### src/rtl/dac_scheduler.sv
// -----------------------------------------------------------------------------
// dac_scheduler
//
// Purpose:
//   Collects host writes for four DAC channels into shadow registers and
//   issues them one at a time to a serial DAC driver. Channels are picked
//   round-robin, and each issued word is followed by a fixed frame window.
//   A channel that is written several times before it is issued is sent
//   only once, with the last value written.
//
// Optional feature:
//   DAC_SCHEDULER_LDAC_EN - adds the ldac output. ldac pulses for one cycle
//   after the last frame when nothing is left to send.
//
// Parameters:
//   DATA_WIDTH   - host DAC code width. The word sent uses its upper 12 bits.
//                  Narrower codes are left-aligned and padded with zeros.
//   FRAME_CYCLES - clk cycles reserved after each issued word (>= 1).
//
// Ports:
//   clk         in   single clock, rising edge
//   rst         in   asynchronous active-high reset
//   wr_en_in    in   host write strobe, one word per high cycle
//   wr_ch       in   host target channel 0..3
//   wr_data     in   host DAC code
//   dac_din     out  16-bit command word {2'b00, ch[1:0], code[11:0]}
//   dac_wr_en   out  one-cycle start strobe, high in the ISSUE cycle
//   pending     out  per-channel "written, not yet issued" flags
//   busy        out  high while any channel is pending or the FSM is not idle
//   ldac        out  (DAC_SCHEDULER_LDAC_EN only) load strobe after the last frame
//   o_state_dbg out  current FSM state, for debug and checkers
//
// Handshake: the host side has no ready signal. Every cycle with wr_en_in
// high is accepted. dac_wr_en is a one-cycle strobe. dac_din is valid while
// the strobe is high and holds its value until the next strobe.
// -----------------------------------------------------------------------------
module dac_scheduler #(
    parameter int DATA_WIDTH   = 12,
    parameter int FRAME_CYCLES = 64
) (
    input  logic                  clk,
    input  logic                  rst,
    input  logic                  wr_en_in,
    input  logic [1:0]            wr_ch,
    input  logic [DATA_WIDTH-1:0] wr_data,
    output logic [15:0]           dac_din,
    output logic                  dac_wr_en,
    output logic [3:0]            pending,
    output logic                  busy,
`ifdef DAC_SCHEDULER_LDAC_EN
    output logic                  ldac,
`endif
    output logic [1:0]            o_state_dbg
);

    localparam int CW = (FRAME_CYCLES > 1) ? $clog2(FRAME_CYCLES) : 1;
    localparam logic [CW-1:0] CNT_LOAD = CW'(FRAME_CYCLES - 1);

    typedef enum logic [1:0] {
        ST_IDLE  = 2'd0,
        ST_ISSUE = 2'd1,
        ST_WAIT  = 2'd2
    } state_t;

    state_t                r_state;
    state_t                w_state_next;
    logic [DATA_WIDTH-1:0] r_shadow [4];
    logic [3:0]            r_pending;
    logic [1:0]            r_last;
    logic [CW-1:0]         r_cnt;
    logic [15:0]           r_din;
    logic                  r_wr_en;

    logic                  w_issue;
    logic [1:0]            w_sel;
    logic [1:0]            w_idx;
    logic                  w_found;
    logic [3:0]            w_set;
    logic [3:0]            w_clr;
    logic [DATA_WIDTH-1:0] w_sel_data;
    logic [11:0]           w_sel_code;

    // ---------------------------------------------------------------- FSM
    always_ff @(posedge clk or posedge rst) begin
        if (rst) begin
            r_state <= ST_IDLE;
        end else begin
            r_state <= w_state_next;
        end
    end

    always_comb begin
        w_state_next = r_state;
        w_issue      = 1'b0;
        case (r_state)
            ST_IDLE: begin
                if (r_pending != 4'b0000) begin
                    w_state_next = ST_ISSUE;
                    w_issue      = 1'b1;
                end
            end
            ST_ISSUE: w_state_next = ST_WAIT;
            ST_WAIT: begin
                if (r_cnt == '0) begin
                    w_state_next = ST_IDLE;
                end
            end
            default: w_state_next = ST_IDLE;
        endcase
    end

    // Round-robin pick: scan from (last+1) upward, wrapping mod 4.
    always_comb begin
        w_sel   = r_last;
        w_found = 1'b0;
        w_idx   = 2'd0;
        for (int i = 1; i <= 4; i++) begin
            w_idx = r_last + 2'(i);
            if (!w_found && r_pending[w_idx]) begin
                w_sel   = w_idx;
                w_found = 1'b1;
            end
        end
    end

    assign w_sel_data = r_shadow[w_sel];

    generate
        if (DATA_WIDTH >= 12) begin : g_code_wide
            assign w_sel_code = w_sel_data[DATA_WIDTH-1 -: 12];
        end else begin : g_code_narrow
            assign w_sel_code = {w_sel_data, {(12 - DATA_WIDTH){1'b0}}};
        end
    endgenerate

    // The word is latched and the pending flag cleared on the edge that
    // enters ISSUE, so dac_din is valid in the strobe cycle.
    // OR-ing in w_set after the clear means a host write always wins.
    // A write that arrives on this edge or in the ISSUE cycle keeps its
    // channel pending with the new value, so it is never lost.
    assign w_set = wr_en_in ? (4'b0001 << wr_ch) : 4'b0000;
    assign w_clr = w_issue  ? (4'b0001 << w_sel) : 4'b0000;

    // ----------------------------------------------------------- datapath
    always_ff @(posedge clk or posedge rst) begin
        if (rst) begin
            for (int i = 0; i < 4; i++) begin
                r_shadow[i] <= '0;
            end
            r_pending <= 4'b0000;
            r_last    <= 2'd3;
            r_cnt     <= '0;
            r_din     <= 16'h0000;
            r_wr_en   <= 1'b0;
        end else begin
            if (wr_en_in) begin
                r_shadow[wr_ch] <= wr_data;
            end
            r_pending <= (r_pending & ~w_clr) | w_set;
            r_wr_en   <= w_issue;
            if (w_issue) begin
                r_din  <= {2'b00, w_sel, w_sel_code};
                r_last <= w_sel;
            end
            if (r_state == ST_ISSUE) begin
                r_cnt <= CNT_LOAD;
            end else if (r_state == ST_WAIT && r_cnt != '0) begin
                r_cnt <= r_cnt - 1'b1;
            end
        end
    end

`ifdef DAC_SCHEDULER_LDAC_EN
    logic r_ldac;

    // Load the DAC outputs only once nothing else is queued or arriving.
    always_ff @(posedge clk or posedge rst) begin
        if (rst) begin
            r_ldac <= 1'b0;
        end else begin
            r_ldac <= (r_state == ST_WAIT) && (r_cnt == '0) &&
                      (r_pending == 4'b0000) && !wr_en_in;
        end
    end

    assign ldac = r_ldac;
`endif

    assign dac_din     = r_din;
    assign dac_wr_en   = r_wr_en;
    assign pending     = r_pending;
    assign busy        = (r_pending != 4'b0000) || (r_state != ST_IDLE);
    assign o_state_dbg = r_state;

endmodule

### config.mk
export PLATFORM = sky130hd
export DESIGN_NAME = dac_scheduler
export DESIGN_NICKNAME = d
export VERILOG_FILES = /design/src/rtl/dac_scheduler.sv
export SDC_FILE = /design/constraint.sdc
export NUM_CORES = 1
export LEC_CHECK = 0
export CAP_MARGIN = 20
export CELL_PAD_IN_SITES_DETAIL_PLACEMENT = 1
export CELL_PAD_IN_SITES_GLOBAL_PLACEMENT = 2
export CORE_ASPECT_RATIO = 0.75
export CORE_MARGIN = 2
export CORE_UTILIZATION = 25
export DETAILED_ROUTE_END_ITERATION = 6
export PLACE_DENSITY_LB_ADDON = 0.1
export SLEW_MARGIN = 0
export SYNTH_ARGS = -nofsm -noshare
export SYNTH_HDL_FRONTEND = slang
export SYNTH_SLANG_ARGS = --single-unit
### constraint.sdc
create_clock -name clk -period 3.3 [get_ports clk]
set_input_delay 0.66 -clock clk [delete_from_list [all_inputs] [get_ports clk]]
set_output_delay 0.66 -clock clk [all_outputs]
set_load 0.05 [all_outputs]
==> summary.txt <==
Worst setup path
  • Worst Setup End Kind: output pin
  • Depth of the most critical reg-to-reg path: 6
  • WP data arrival: 1.94 ns
  • CP Data Required Time: 2.64 ns
  • Crit Path Category: register to output pin
  • Startpoint types: register
  • CP max FO: 6
  • Reg2Reg Launch Point: r_last[1]
  • Flop2flop setup slack: 1.11 ns
  • Reg-to-reg endpoint: dac_din[2]

Power and ir drop
  • Internal power: 1.85 mW
  • Lkg Pwr: 1.95 nW
  • P per Cell Area: 555 nW/um^2
  • Power Total: 2.39 mW
  • Sw Ratio: 22.8%
  • Worst VDD drop: 244 uV
  • Combinational Power Share: 10.5%
  • Clock Power Share: 42.9%
  • Flop pwr share: 46.6%
  • Sw Pwr: 0.544 mW

Floorplan
  • Initial Util: 25.9%
  • I/O pins: 41
  • Die Footprint: 14600 sq um
  • Core Box Area: 13200 sq um
  • Row count: 36
  • Die Ht: 105 um
  • Die X: 139 um

STA
  • Clock skew: 0.00415 ns
  • Worst slew pin tran: 0.779 ns
  • RSZ-0062 raised after global routing: no
  • Fin worst setup slack: 0.696 ns
  • Slew Limit Fails: 0
  • Hold Violations, Final: 0
  • Highest Clock Rate: 0.384 GHz
  • Final setup violation count: 0
  • Relative slew slack: 47.8%
  • Min Clock Period, post-route: 2.60 ns
  • Crit share post-route: 78.9%
  • Setup TNS: 0 ns

Yosys
  • Avg Cell Area, Syn: 13.4 sq um
  • Yosys warns: 0
  • Cell variety after synth: 39
  • FF+latch count, synth: 77
  • Register area share after synthesis: 56.7%
  • Syn Inst Count: 254
  • Synth Cell Area: 3400 sq um

Final layout
  • Final core occ: 32.8%
  • Ant diodes: 0
  • Commonest non-fill, non-tap cell in the layout: dfrtp_1
  • Synth-to-Final Area Change: 26.7%
  • Share of layout cells above drive strength 1: 28.1%
  • Nets@finish: 320
  • Fillers: 1422
  • Most frequent cells in the layout: dfrtp_1, mux2_2, clkdlybuf4s50_1

Hold path
  • Worst hold endpoint: dac_din[12]
  • Hold Path Origin: dac_din[12]
  • Hold Crit Class: register to register
  • Hold-critical path depth: 1

Global route
  • First-pass GRT wire length: 13.4 mm
  • Largest net degree at the start of global routing: 29
  • GR Overflow Total: 0
  • Initial antenna violation count: 0
  • Vias in the first global route: 2369
  • Gr usage total: 11.9%

Clocking
  • Clock Sinks: 77
  • CTS Buf Count: 9
  • Clock slew at reported path FFs: 0.06 ns
  • TritonCTS clock tree: built
  • Post-cts hold buffer count: 0
  • Clock H-tree levels: 3
  • Worst-case clock buffer depth: 2
  • Post-cts resize count: 0
  • Worst-Skew Late Latency: 0.33 ns
  • Setup Buffers After CTS: 0
  • CTS root buf: clkbuf_16

Placed design
  • Port bufs: 38
  • DP Worst Slack: 1.03 ns
  • GPL Wtd Cong: 0.665
  • Detailed Place HPWL: 5.32 mm

Detailed routing
  • DR vias: 2137
  • Routed len/inst: 16.8 um
  • DR pass1 iterations: 3
  • DRC Markers: 0
  • Overall routed net length: 8.01 mm
  • Iter 0 DRT Violations: 47
  • Routed Antenna Nets: 0
  • Vias per inst: 4.48

Status
  • Status: completed

Flow run
  • MaxCap Viol Count: 0
## layer usage
| metal | track usage [%] | routed length (um) |
|---|---|---|
| met1 | 16.4 | 4100 |
| met2 | 18.3 | 3520 |
| met3 | 3.30 | 292 |
| met4 | 3.46 | 97 |
| met5 | 0 | 0 |
## how the worst max path moves through the flow
stage / startpoint / endpoint / slack (ns) / depth (start not counted)
after floorplan: rst / dac_din[0] / 0.68 / 1
after global placement: pending[1] / busy / 1.03 / 3
after detailed placement: pending[1] / busy / 1.03 / 3
after CTS: pending[1] / busy / 0.66 / 3
after global routing: pending[1] / busy / 0.57 / 3
final: pending[1] / busy / 0.70 / 3
## cell families (layout without fill, tap and decap cells)
kind of cell / count (synthesis) / count (layout) / share of synthesized area, %
flip-flops: 77 / 77 / 56.7
multiplexers: 74 / 74 / 23.5
AO/OA/AOI/OAI: 38 / 38 / 8.72
AND/OR/NAND/NOR: 38 / 38 / 5.56
buffers and inverters: 20 / 71 / 3.57
XOR/XNOR: 4 / 4 / 1.03
adder cells (fa/ha/maj): 2 / 2 / 0.736
other: 1 / 2 / 0.110
## metrics by stage
stage               cells  hold slack (ns)  cell area [sq um]
floorplan             255            0.479               3400
global placement      461            0.476               4000
finish                477            0.487               4310
detailed placement    461            0.483               4000
CTS                   477            0.496               4310
global route          477            0.511               4310
## synthesized netlist by cell type (all sizes together)
| master | n | area share [%] |
|---|---|---|
| a211oi | 1 | 0.37 |
| a21bo | 1 | 0.29 |
| a21boi | 1 | 0.22 |
| a21oi | 13 | 2.5 |
| a221oi | 1 | 0.44 |
| a22o | 1 | 0.26 |
| a31o | 1 | 0.26 |
| buf | 11 | 2.6 |
| clkbuf | 2 | 0.22 |
| conb | 1 | 0.11 |
| dfrtp | 75 | 55 |
| dfstp | 2 | 1.5 |
| ha | 2 | 0.74 |
| inv | 7 | 0.77 |
| mux2 | 48 | 16 |
| mux2i | 26 | 7.7 |
| nand2 | 11 | 1.2 |
| nand2b | 4 | 0.74 |
| nand3 | 2 | 0.29 |
| nand3b | 2 | 0.44 |
| nor2 | 9 | 0.99 |
| nor2b | 2 | 0.37 |
| nor3 | 4 | 0.59 |
| nor3b | 2 | 0.44 |
| nor4 | 1 | 0.18 |
| o211ai | 2 | 0.44 |
| o21a | 1 | 0.22 |
| o21ai | 3 | 0.44 |
| o2bb2ai | 12 | 3.1 |
| o31ai | 1 | 0.22 |
| or4b | 1 | 0.29 |
| xnor2 | 2 | 0.52 |
| xor2 | 2 | 0.52 |
## layout make-up
cell class                      count  area, sq um  share of cell area, %
Clock buffer                       13          270                   6.27
Timing Repair Buffer               48          455                   10.6
Inverter                            7         26.3                  0.610
Tap cell                          171          214                   4.97
Multi-Input combinational cell    158         1370                   31.8
Sequential cell                    77         1930                   44.8
Clock inverter                      3         42.5                  0.988
## sequential cells by signal, indices dropped and copies added, names as in the netlist
| signal | cells |
|---|---|
| pending | 4 |
| r_cnt | 6 |
| dac_din | 14 |
| r_shadow | 48 |
| dac_wr_en | 1 |
| r_last | 2 |
| o_state_dbg | 2 |
## critical path, cell delays in order, from the launching register on
cell and delay (ns):
dfrtp_1 0.46, nor4_1 0.36, nand2_1 0.08, clkdlybuf4s50_1 0.71
## power groups by stage
stage | logic (mW) | clock network (mW) | registers, mW
after floorplan | 0.173 | 0 | 1.13
after global placement | 0.252 | 0 | 1.13
after detailed placement | 0.258 | 0 | 1.13
after CTS | 0.258 | 1.06 | 1.12
after global routing | 0.279 | 1.10 | 1.13
final | 0.250 | 1.03 | 1.11
Power figures use the tool's default switching activity.
